[config.mk]
export PLATFORM = sky130hd
export DESIGN_NAME = vga_sync_detector
export DESIGN_NICKNAME = d
export VERILOG_FILES = /design/src/rtl/vga_timing_pkg.sv /design/src/rtl/vga_sync_edge.sv /design/src/rtl/vga_sync_detector.sv
export SDC_FILE = /design/constraint.sdc
export NUM_CORES = 1
export LEC_CHECK = 0
export BUFFER_PORTS_ARGS = -buffer_cell sky130_fd_sc_hd__buf_2
export CORE_UTILIZATION = 55
export DETAILED_ROUTE_END_ITERATION = 7
export GPL_TIMING_DRIVEN = 0
export PLACE_DENSITY = 0.77
export SKIP_CTS_REPAIR_TIMING = 1
export SLEW_MARGIN = 20
export SYNTH_ARGS = -nofsm -noshare
export SYNTH_HDL_FRONTEND = slang
export SYNTH_HIERARCHICAL = 1
export SYNTH_SLANG_ARGS = --single-unit
[constraint.sdc]
create_clock -name i_clk -period 3.13 [get_ports i_clk]
set_input_delay 0.626 -clock i_clk [delete_from_list [all_inputs] [get_ports i_clk]]
set_output_delay 0.626 -clock i_clk [all_outputs]
set_load 0.01 [all_outputs]
[src/rtl/vga_timing_pkg.sv]
// Shared timing constants and receive-FSM state type for the VGA line timing blocks.
package vga_timing_pkg;

    // Default 640-wide line timing, in pixel-enable cycles
    localparam int unsigned DEF_FRONT_PORCH_TIME = 16;
    localparam int unsigned DEF_SYNC_TIME        = 96;
    localparam int unsigned DEF_BACK_PORCH_TIME  = 48;
    localparam int unsigned DEF_DISPLAY_TIME     = 640;
    localparam int unsigned DEF_LOCK_LINES       = 4;

    typedef enum logic [2:0] {
        s_hunt,
        s_sync,
        s_back_porch,
        s_display,
        s_front_porch
    } t_rx_state;

endpackage

[src/rtl/vga_sync_edge.sv]
// Enable-gated edge detector: remembers the last enabled sample of a level and
// flags a rise or fall when the current enabled sample differs from it.
module vga_sync_edge #(
    parameter logic RESET_VAL = 1'b0
) (
    input  logic i_clk,
    input  logic i_reset,
    input  logic i_clk_en,
    input  logic i_sig,
    output logic o_rise,
    output logic o_fall
);

    logic prev_q;
    logic prev_d;

    // Previous level only advances on enabled samples
    always_comb begin
        prev_d = prev_q;
        if (i_clk_en) begin
            prev_d = i_sig;
        end
    end

    // Previous-sample register
    always_ff @(posedge i_clk) begin
        if (i_reset) begin
            prev_q <= RESET_VAL;
        end else begin
            prev_q <= prev_d;
        end
    end

    assign o_rise = i_clk_en &  i_sig & ~prev_q;
    assign o_fall = i_clk_en & ~i_sig &  prev_q;

endmodule

[src/rtl/vga_sync_detector.sv]
// VGA receive timing detector: measures sync/porch/display segments of an
// incoming sync/blank pair, declares lock after a run of conforming lines and
// supplies the display pixel position while locked.
module vga_sync_detector
    import vga_timing_pkg::*;
#(
    parameter int unsigned FRONT_PORCH_TIME = DEF_FRONT_PORCH_TIME,
    parameter int unsigned SYNC_TIME        = DEF_SYNC_TIME,
    parameter int unsigned BACK_PORCH_TIME  = DEF_BACK_PORCH_TIME,
    parameter int unsigned DISPLAY_TIME     = DEF_DISPLAY_TIME,
    parameter int unsigned LOCK_LINES       = DEF_LOCK_LINES,
    localparam int unsigned COUNTER_WIDTH   =
        $clog2(FRONT_PORCH_TIME + SYNC_TIME + BACK_PORCH_TIME + DISPLAY_TIME)
) (
    input  logic                     i_clk,
    input  logic                     i_reset,
    input  logic                     i_clk_en,
    input  logic                     i_sync,
    input  logic                     i_blank,
    output logic                     o_locked,
    output logic                     o_active,
    output logic [COUNTER_WIDTH-1:0] o_pos,
    output logic                     o_line_start,
    output logic                     o_error
);

    localparam int unsigned GOOD_W = $clog2(LOCK_LINES + 1);

    localparam logic [COUNTER_WIDTH-1:0] FP_LEN   = COUNTER_WIDTH'(FRONT_PORCH_TIME);
    localparam logic [COUNTER_WIDTH-1:0] SYNC_LEN = COUNTER_WIDTH'(SYNC_TIME);
    localparam logic [COUNTER_WIDTH-1:0] BP_LEN   = COUNTER_WIDTH'(BACK_PORCH_TIME);
    localparam logic [COUNTER_WIDTH-1:0] DISP_LEN = COUNTER_WIDTH'(DISPLAY_TIME);
    localparam logic [COUNTER_WIDTH-1:0] CNT_ONE  = COUNTER_WIDTH'(1);
    localparam logic [GOOD_W-1:0]        LOCK_CNT = GOOD_W'(LOCK_LINES);
    localparam logic [GOOD_W-1:0]        GOOD_ONE = GOOD_W'(1);

    t_rx_state                state_q, state_d;
    logic [COUNTER_WIDTH-1:0] seg_cnt_q, seg_cnt_d;
    logic [GOOD_W-1:0]        good_lines_q, good_lines_d;
    logic                     locked_q, locked_d;
    logic                     active_q, active_d;
    logic [COUNTER_WIDTH-1:0] pos_q, pos_d;
    logic                     line_start_q, line_start_d;
    logic                     error_q, error_d;

    logic                     viol;
    logic                     sync_rise, sync_fall;
    logic                     blank_rise, blank_fall;

    vga_sync_edge #(.RESET_VAL(1'b0)) u_sync_edge (
        .i_clk    (i_clk),
        .i_reset  (i_reset),
        .i_clk_en (i_clk_en),
        .i_sig    (i_sync),
        .o_rise   (sync_rise),
        .o_fall   (sync_fall)
    );

    vga_sync_edge #(.RESET_VAL(1'b1)) u_blank_edge (
        .i_clk    (i_clk),
        .i_reset  (i_reset),
        .i_clk_en (i_clk_en),
        .i_sig    (i_blank),
        .o_rise   (blank_rise),
        .o_fall   (blank_fall)
    );

    // Segment FSM, lock tracking and next values of the registered outputs
    always_comb begin
        state_d      = state_q;
        seg_cnt_d    = seg_cnt_q;
        good_lines_d = good_lines_q;
        locked_d     = locked_q;
        active_d     = active_q;
        pos_d        = pos_q;
        line_start_d = 1'b0;
        error_d      = 1'b0;
        viol         = 1'b0;

        if (i_clk_en) begin
            // Timeout fires on the sample that would push seg_cnt past its
            // expected length, so the counter never exceeds it.
            unique case (state_q)
                s_hunt: begin
                    if (sync_rise && i_blank) begin
                        state_d   = s_sync;
                        seg_cnt_d = CNT_ONE;
                    end
                end
                s_sync: begin
                    if (blank_rise || blank_fall) begin
                        viol = 1'b1;
                    end else if (sync_fall) begin
                        viol      = (seg_cnt_q != SYNC_LEN);
                        state_d   = s_back_porch;
                        seg_cnt_d = CNT_ONE;
                    end else if (seg_cnt_q == SYNC_LEN) begin
                        viol = 1'b1;
                    end else begin
                        seg_cnt_d = seg_cnt_q + CNT_ONE;
                    end
                end
                s_back_porch: begin
                    if (sync_rise || sync_fall) begin
                        viol = 1'b1;
                    end else if (blank_fall) begin
                        viol      = (seg_cnt_q != BP_LEN);
                        state_d   = s_display;
                        seg_cnt_d = CNT_ONE;
                    end else if (seg_cnt_q == BP_LEN) begin
                        viol = 1'b1;
                    end else begin
                        seg_cnt_d = seg_cnt_q + CNT_ONE;
                    end
                end
                s_display: begin
                    if (sync_rise || sync_fall) begin
                        viol = 1'b1;
                    end else if (blank_rise) begin
                        viol      = (seg_cnt_q != DISP_LEN);
                        state_d   = s_front_porch;
                        seg_cnt_d = CNT_ONE;
                    end else if (seg_cnt_q == DISP_LEN) begin
                        viol = 1'b1;
                    end else begin
                        seg_cnt_d = seg_cnt_q + CNT_ONE;
                    end
                end
                s_front_porch: begin
                    if (sync_rise) begin
                        viol      = (seg_cnt_q != FP_LEN);
                        state_d   = s_sync;
                        seg_cnt_d = CNT_ONE;
                        if (good_lines_q != LOCK_CNT) begin
                            good_lines_d = good_lines_q + GOOD_ONE;
                        end
                    end else if (seg_cnt_q == FP_LEN) begin
                        viol = 1'b1;
                    end else begin
                        seg_cnt_d = seg_cnt_q + CNT_ONE;
                    end
                end
                default: begin
                    state_d   = s_hunt;
                    seg_cnt_d = '0;
                end
            endcase

            if (i_sync && !i_blank) begin
                viol = 1'b1;
            end

            if (viol) begin
                state_d      = s_hunt;
                seg_cnt_d    = '0;
                good_lines_d = '0;
            end

            locked_d     = !viol && (locked_q || (good_lines_d == LOCK_CNT));
            active_d     = locked_d && (state_d == s_display);
            pos_d        = active_d ? (seg_cnt_d - CNT_ONE) : '0;
            line_start_d = active_d && (state_q != s_display);
            error_d      = viol;
        end
    end

    // State and output registers; pulses drop on any non-enabled cycle
    always_ff @(posedge i_clk) begin
        if (i_reset) begin
            state_q      <= s_hunt;
            seg_cnt_q    <= '0;
            good_lines_q <= '0;
            locked_q     <= 1'b0;
            active_q     <= 1'b0;
            pos_q        <= '0;
            line_start_q <= 1'b0;
            error_q      <= 1'b0;
        end else begin
            state_q      <= state_d;
            seg_cnt_q    <= seg_cnt_d;
            good_lines_q <= good_lines_d;
            locked_q     <= locked_d;
            active_q     <= active_d;
            pos_q        <= pos_d;
            line_start_q <= line_start_d;
            error_q      <= error_d;
        end
    end

    assign o_locked     = locked_q;
    assign o_active     = active_q;
    assign o_pos        = pos_q;
    assign o_line_start = line_start_q;
    assign o_error      = error_q;

endmodule

==> results of run 1 <==
[power by group through the flow]
| stage | Sequential [mW] | Clock (mW) | Combinational, mW |
|---|---|---|---|
| floorplan | 0.421 | 0 | 0.0885 |
| global placement | 0.421 | 0 | 0.118 |
| detailed placement | 0.421 | 0 | 0.119 |
| CTS | 0.412 | 0.397 | 0.120 |
| global route | 0.412 | 0.412 | 0.156 |
| finish | 0.412 | 0.391 | 0.147 |
[final cells by class]
| class | count | area [sq um] |
|---|---|---|
| clock inverters | 2 | 35.0 |
| fillers | 362 | 1260 |
| clock buffers | 6 | 72.6 |
| inverters | 9 | 41.3 |
| plain buffers | 19 | 113 |
| multi-input cells | 278 | 1940 |
| repair buffers | 33 | 206 |
| flip-flops and latches | 32 | 648 |
| well taps | 52 | 65.1 |
[cell families after synthesis]
| group | share of synthesized area (%) |
|---|---|
| buffers and inverters | 5.52 |
| muxes | 2.78 |
| DFF | 25.4 |
| and+or+nand+nor | 32.0 |
| AOI/OAI and AO/OA | 27.6 |
| xor gates and xnor gates | 4.18 |
| adders and majority gates | 2.49 |
[flip-flops by register name, indices dropped and copies added (netlist names)]
| signal | count |
|---|---|
| o_error | 1 |
| o_active | 1 |
| u_blank_edge/prev_q | 1 |
| state_q | 3 |
| o_locked | 1 |
| o_pos | 10 |
| u_sync_edge/prev_q | 1 |
| o_line_start | 1 |
| seg_cnt_q | 10 |
| good_lines_q | 3 |
[synthesized netlist by cell type (all sizes together) (2+ instances only)]
cell / number
and3b: 4
a22oi: 3
inv: 9
mux2i: 7
a21o: 3
a211oi: 4
xor2: 3
a21oi: 22
o21ai: 23
nor4b: 3
nor2: 43
nand3b: 4
ha: 5
a221o: 2
nor3: 9
a221oi: 2
o21a: 2
xnor2: 9
nand2: 41
buf: 6
nand2b: 6
nor4: 3
o31ai: 6
or3: 2
nor3b: 5
and3: 4
a32oi: 4
nand4: 2
nor2b: 3
nand3: 13
clkbuf: 17
dfxtp: 32
o22ai: 2
o2111ai: 3
and2: 6
or2: 5
a31oi: 10
o221a: 2
[layer usage]
layer / global-route usage (%) / up-vias / wire, um
met3: 6.98 / 31 / 506
met1: 40.0 / 1297 / 3290
li1: - / 1315 / -
met4: 7.11 / 0 / 250
met2: 52.4 / 134 / 3820
met5: 0 / - / 0
[how the worst max path moves through the flow]
stage,slack (ps),end,start,depth (start not counted)
after floorplan,10,o_pos[8]$_SDFFE_PP0P_,seg_cnt_q[1]$_SDFFE_PP0P_,16
after global placement,-590,o_pos[8]$_SDFFE_PP0P_,i_clk_en,15
after detailed placement,-570,o_pos[8]$_SDFFE_PP0P_,i_clk_en,15
after CTS,-410,o_pos[8]$_SDFFE_PP0P_,seg_cnt_q[0]$_SDFFE_PP0P_,15
after global routing,-240,o_pos[0]$_SDFFE_PP0P_,seg_cnt_q[7]$_SDFFE_PP0P_,12
final,-50,o_pos[0]$_SDFFE_PP0P_,seg_cnt_q[1]$_SDFFE_PP0P_,13
[worst max-delay path, cell delays in order (launching register included)]
cell	delay, ps
dfxtp_4	370
inv_4	70
ha_4	130
or4b_4	500
or3_4	430
xor2_1	140
a221o_1	270
nand4_1	130
or3_1	380
buf_6	140
a21oi_4	140
nand3_4	130
buf_6	170
o21ai_2	120
[per-stage QoR]
step	cells	TNS, ps
detailed placement	412	-6160
global placement	412	-6800
finish	431	-312
global route	431	-2520
CTS	420	-4140
floorplan	342	0
==> impl_metrics.csv, run 1 <==
group,metric,value,unit
placement,dpl_worst_slack,-574,ps
clocking,numCtsBuffers,5,
logic_synthesis,yosys.area.top_type,"dfxtp_1",
power_and_ir_drop,combPwrFrac,15.4,%
min_path,hp-class,"flip-flop to flip-flop",
power_and_ir_drop,p_leak,1.21,nW
sta,max_slew_margin,52.3,%
clocking,clockBufferDepth,2,
logic_synthesis,synth_fp_nets,352,
logic_synthesis,ys_ff_latch,32,
die,io_pins,19,
run,maxCapViolations,0,
sta,final-setup-viol-count,10,
power_and_ir_drop,sw_frac_of_total,25.9,%
clocking,clk-insertion-delay-late,290,ps
power_and_ir_drop,worst_ir_drop_vdd,0.273,mV
route,route.detailed.drc,0,
finish,final_area,3120,sq um
min_path,min_to,"o_active$_SDFFE_PP0P_",
die,initial_core_util,57.4,%
clocking,h-tree-depth,2,
critical_path,worstPathMaxFanout,5,
logic_synthesis,ys_async_sr_fraction,0,%
logic_synthesis,syn_inst,342,
finish,nets,388,
route,dr.pass1.iters,5,
critical_path,arrival,3410,ps
logic_synthesis,syn_area,2520,sq um
placement,dpl.hpwl,5400,um
logic_synthesis,ys_warn_count,6,
critical_path,r2r-end,"o_pos[0]$_SDFFE_PP0P_",
global_route,antenna_found_initial,0,
sta,hold_viol,0,
logic_synthesis,postSynthAreaPerCell,7.36,sq um
die,die_w,69.7,um
clocking,cts_tree,"yes",
sta,clock_skew,6.01,ps
critical_path,cp-end-kind,"flip-flop",
finish,utilization,71.1,%
global_route,grt_pass1_vias,2448,
sta,maxSlewViolCount,0,
logic_synthesis,synthFlopType,"dfxtp_1",
die,row_count,24,
critical_path,reg2regPathDepth,13,
placement,port_buffers,18,
sta,post-route-min-period,3180,ps
finish,diodes,0,
route,wire_per_inst,18.2,um
global_route,gr-total-overflow,0,
sta,hold_ws,441,ps
critical_path,startpoint_type,"flip-flop",
logic_synthesis,ys_seq_area_share,25.4,%
critical_path,r2r_start,"seg_cnt_q[1]$_SDFFE_PP0P_",
sta,worst_pin_slew,716,ps
clocking,clk_pin_slew,70,ps
min_path,whs_path_depth,2,
sta,rsz0062_at_grt,"yes",
outcome,outcome,"finished with violations",
min_path,min-delay-start,"o_active$_SDFFE_PP0P_",
critical_path,crit_type,"flip-flop to flip-flop",
clocking,cts.sinks,32,
placement,gp_congestion,0.982,
logic_synthesis,synth_area_leaders,"dfxtp_1 (25%), nor2_1 (6.4%), nand2_1 (5.8%)",
power_and_ir_drop,power.total,0.949,mW
outcome,violations,"setup timing",
critical_path,worstPathRequired,3350,ps
finish,final_common_cell,"nand2_1",
finish,syn_to_final_growth,23.9,%
logic_synthesis,synth_top_area_share,25.4,%
finish,final_cell_mix,"nand2_1 (39), nor2_1 (37), dfxtp_1 (30), buf_2 (19), a21oi_1 (18)",
power_and_ir_drop,clockPowerShare,41.2,%
route,drtAntennaViolNets,0,
logic_synthesis,synth_edf_count,0,
critical_path,rrSetupSlack,-50,ps
logic_synthesis,synth.distinct_cells,66,
clocking,clockRootBuffer,"clkbuf_8",
route,dr_total_vias,2777,
route,wl,7860,um
power_and_ir_drop,p_seq_share,43.4,%
power_and_ir_drop,powerDensity,304,nW/um^2
finish,layout-drive-gt1-share,27.4,%
sta,period_share,102,%
route,drt-initial-drc-count,347,
placement,dpl-instance-area,2710,sq um
die,die_h,69.7,um
sta,fin_ws,-54.4,ps
sta,fmax,314,MHz
global_route,grt_max_degree,11,
route,viasPerCell,6.44,
die,core_region_area,4380,sq um
die,die-area,4850,sq um
global_route,grt_util_all_layers,30.9,%
global_route,grt_pass1_wl,11900,um
power_and_ir_drop,cell_internal_pwr,0.703,mW
power_and_ir_drop,p_switching,0.246,mW
Note: power is estimated with default switching activity, not from simulation.
==> inputs of run 2 (changes only) <==
Settings changed: SYNTH_HIERARCHICAL 1 to default, TNS_END_PERCENT from default to 100.
==> run 2 against run 1 <==
The run now ends clean; power grew 0.43%; critical path depth down 1; flip-flop and latch count is the same; fmax increased by 2.9%; clock skew rose by 1.4 ps; sequential power about the same; utilization up 1.3 points; critical path type unchanged; highest routed layer unchanged.
==> impl_metrics.csv, run 2 <==
group,metric,value,unit
outcome,outcome,"completed",
logic_synthesis,synthFlopType,"dfxtp_1",
route,dr_total_vias,2638,
logic_synthesis,syn_inst,329,
sta,worst_pin_slew,774,ps
finish,finalNonFillerCells,417,
route,drtAntennaViolNets,0,
clocking,cts_tree,"yes",
global_route,grt_max_degree,11,
placement,gp_congestion,0.957,
route,route.detailed.drc,0,
critical_path,worstPathRequired,3310,ps
sta,maxSlewViolCount,0,
critical_path,crit_chain,"inv_4 > ha_4 > or4b_4 > nor3_4 > xnor2_1 > a31oi_2 > a211o_4 > buf_4 > a41oi_2 > nor3_1 > xnor2_1 > o21ai_1",
die,row_count,23,
critical_path,arrival,3280,ps
clocking,clk_pin_slew,70,ps
finish,diodes,0,
logic_synthesis,synth_top_area_share,26.0,%
sta,hold_viol,0,
route,drt-initial-drc-count,174,
sta,final-setup-viol-count,0,
placement,dp.cells,396,
route,dr.pass1.iters,5,
clocking,numCtsBuffers,5,
logic_synthesis,yosysMostFrequentCell,"nand2_1",
sta,clock_skew,7.43,ps
global_route,grt_pass1_wl,10800,um
route,wl,7380,um
sta,fmax,323,MHz
clocking,clockBufferDepth,2,
logic_synthesis,synth_fp_nets,339,
finish,syn_to_final_growth,21.6,%
finish,utilization,72.4,%
route,viasPerCell,6.33,
logic_synthesis,ys_seq_area_share,26.0,%
critical_path,cp_slowest_stage_delay,510,ps
global_route,antenna_found_initial,0,
power_and_ir_drop,power.total,0.953,mW
logic_synthesis,synth_edf_count,0,
logic_synthesis,ys_warn_count,0,
logic_synthesis,yosys.area.top_type,"dfxtp_1",
logic_synthesis,ys_ff_latch,32,
route,wire_per_inst,17.7,um
die,die-area,4760,sq um
sta,tns,0,ps
critical_path,cp-end-kind,"flip-flop",
logic_synthesis,ys_async_sr_fraction,0,%
global_route,grt_pass1_vias,2282,
power_and_ir_drop,powerDensity,318,nW/um^2
critical_path,crit_type,"flip-flop to flip-flop",
sta,period_share,98.9,%
logic_synthesis,synth.distinct_cells,68,
clocking,h-tree-depth,2,
min_path,hp-class,"flip-flop to flip-flop",
finish,layout-drive-gt1-share,25.3,%
sta,max_slew_margin,48.4,%
logic_synthesis,syn_area,2470,sq um
run,maxCapViolations,0,
sta,post-route-min-period,3100,ps
critical_path,cpMostUsedCell,"xnor2_1",
sta,hold_ws,444,ps
power_and_ir_drop,worst_ir_drop_vdd,0.289,mV
die,initial_core_util,59.6,%
finish,nets,376,
die,die_h,69.0,um
die,die_w,69.0,um
critical_path,critPathSlowestCell,"or4b_4",
clocking,clk-insertion-delay-late,290,ps
global_route,gr-total-overflow,0,
critical_path,startpoint_type,"flip-flop",
placement,port_buffers,17,
finish,final_common_cell,"nand2_1",
critical_path,worstPathMaxFanout,7,
die,io_pins,19,
clocking,cts.sinks,32,
logic_synthesis,synth_area_leaders,"dfxtp_1 (26%), nand2_1 (6.2%), nor2_1 (6.1%)",
logic_synthesis,yosys-top-cells-count,"nand2_1 (41), nor2_1 (40), dfxtp_1 (32)",
placement,dpl.hpwl,5080,um
clocking,clockRootBuffer,"clkbuf_8",
global_route,grt_util_all_layers,30.9,%
die,core_region_area,4140,sq um
power_and_ir_drop,p_leak,1.16,nW
logic_synthesis,postSynthAreaPerCell,7.50,sq um
finish,final_cell_mix,"nand2_1 (41), nor2_1 (39), dfxtp_1 (28), a21oi_1 (24), buf_2 (20)",
[run 2: changes by cell type in the layout (fill, tap and decap cells not counted), moves of 3 or more]
cell	change
and2_1	-5
inv_2	+3
o31ai_1	-4
a21oi_1	+6
dfxtp_2	+3
o2111ai_1	-3
nor2_2	-6
clkbuf_1	-3
buf_6	-3
xnor2_1	+4
o22ai_1	+5
[run 2: power by group]
part	internal [mW]	switching, mW
combinational	0.0572	0.0879
clock	0.236	0.159
sequential	0.409	0.00347
total	0.703	0.250
[run 2: cell type report]
class	count	area [sq um]
multi-input combinational	267	1850
sequential	32	648
clock inverter	2	35.0
fill	317	1140
buffer	18	97.6
timing repair buffer	32	198
inverter	10	40.0
tap	50	62.6
clock buffer	6	72.6
[run 2: path summary, 6_finish.rpt]
kind	depth (start not counted)	endpoint	slack [ps]	startpoint
setup reg to reg	12	o_pos[7]$_SDFFE_PP0P_	30	seg_cnt_q[0]$_SDFFE_PP0P_
hold / removal	2	o_pos[6]$_SDFFE_PP0P_	440	o_pos[6]$_SDFFE_PP0P_
hold reg to reg	2	o_pos[6]$_SDFFE_PP0P_	440	o_pos[6]$_SDFFE_PP0P_
setup / recovery	12	o_pos[7]$_SDFFE_PP0P_	30	seg_cnt_q[0]$_SDFFE_PP0P_
[run 2: metrics by stage]
| step | cell area [sq um] | worst slack, ps |
|---|---|---|
| after floorplan | 2470 | -12.0 |
| after global placement | 2620 | -388 |
| after detailed placement | 2620 | -444 |
| after CTS | 2730 | -463 |
| after global routing | 3000 | -24.9 |
| final | 3000 | 33.9 |
[run 2: cells by family (layout without fill, tap and decap cells)]
group	count (synthesis)	after routing	share of synthesized area (%)
buffers and inverters	30	68	5.12
DFF	32	32	26.0
and+or+nand+nor	145	145	30.9
muxes	8	8	3.29
AOI/OAI and AO/OA	94	94	26.9
adders and majority gates	5	5	2.53
xor gates and xnor gates	15	15	5.32
[run 2: layer usage]
layer,track usage [%],routed length (um)
met3,4.93,477
met4,13.3,228
met5,0,0
met1,39.2,3160
met2,51.3,3510
[run 2: worst max-delay path, delay by kind of cell, from the launching register on]
| family | cells | cell delay [ps] |
|---|---|---|
| compound gates | 4 | 980 |
| flops | 1 | 360 |
| xor+xnor | 2 | 430 |
| simple gates | 3 | 830 |
| buf+inv | 2 | 260 |
| fa+ha+maj | 1 | 120 |
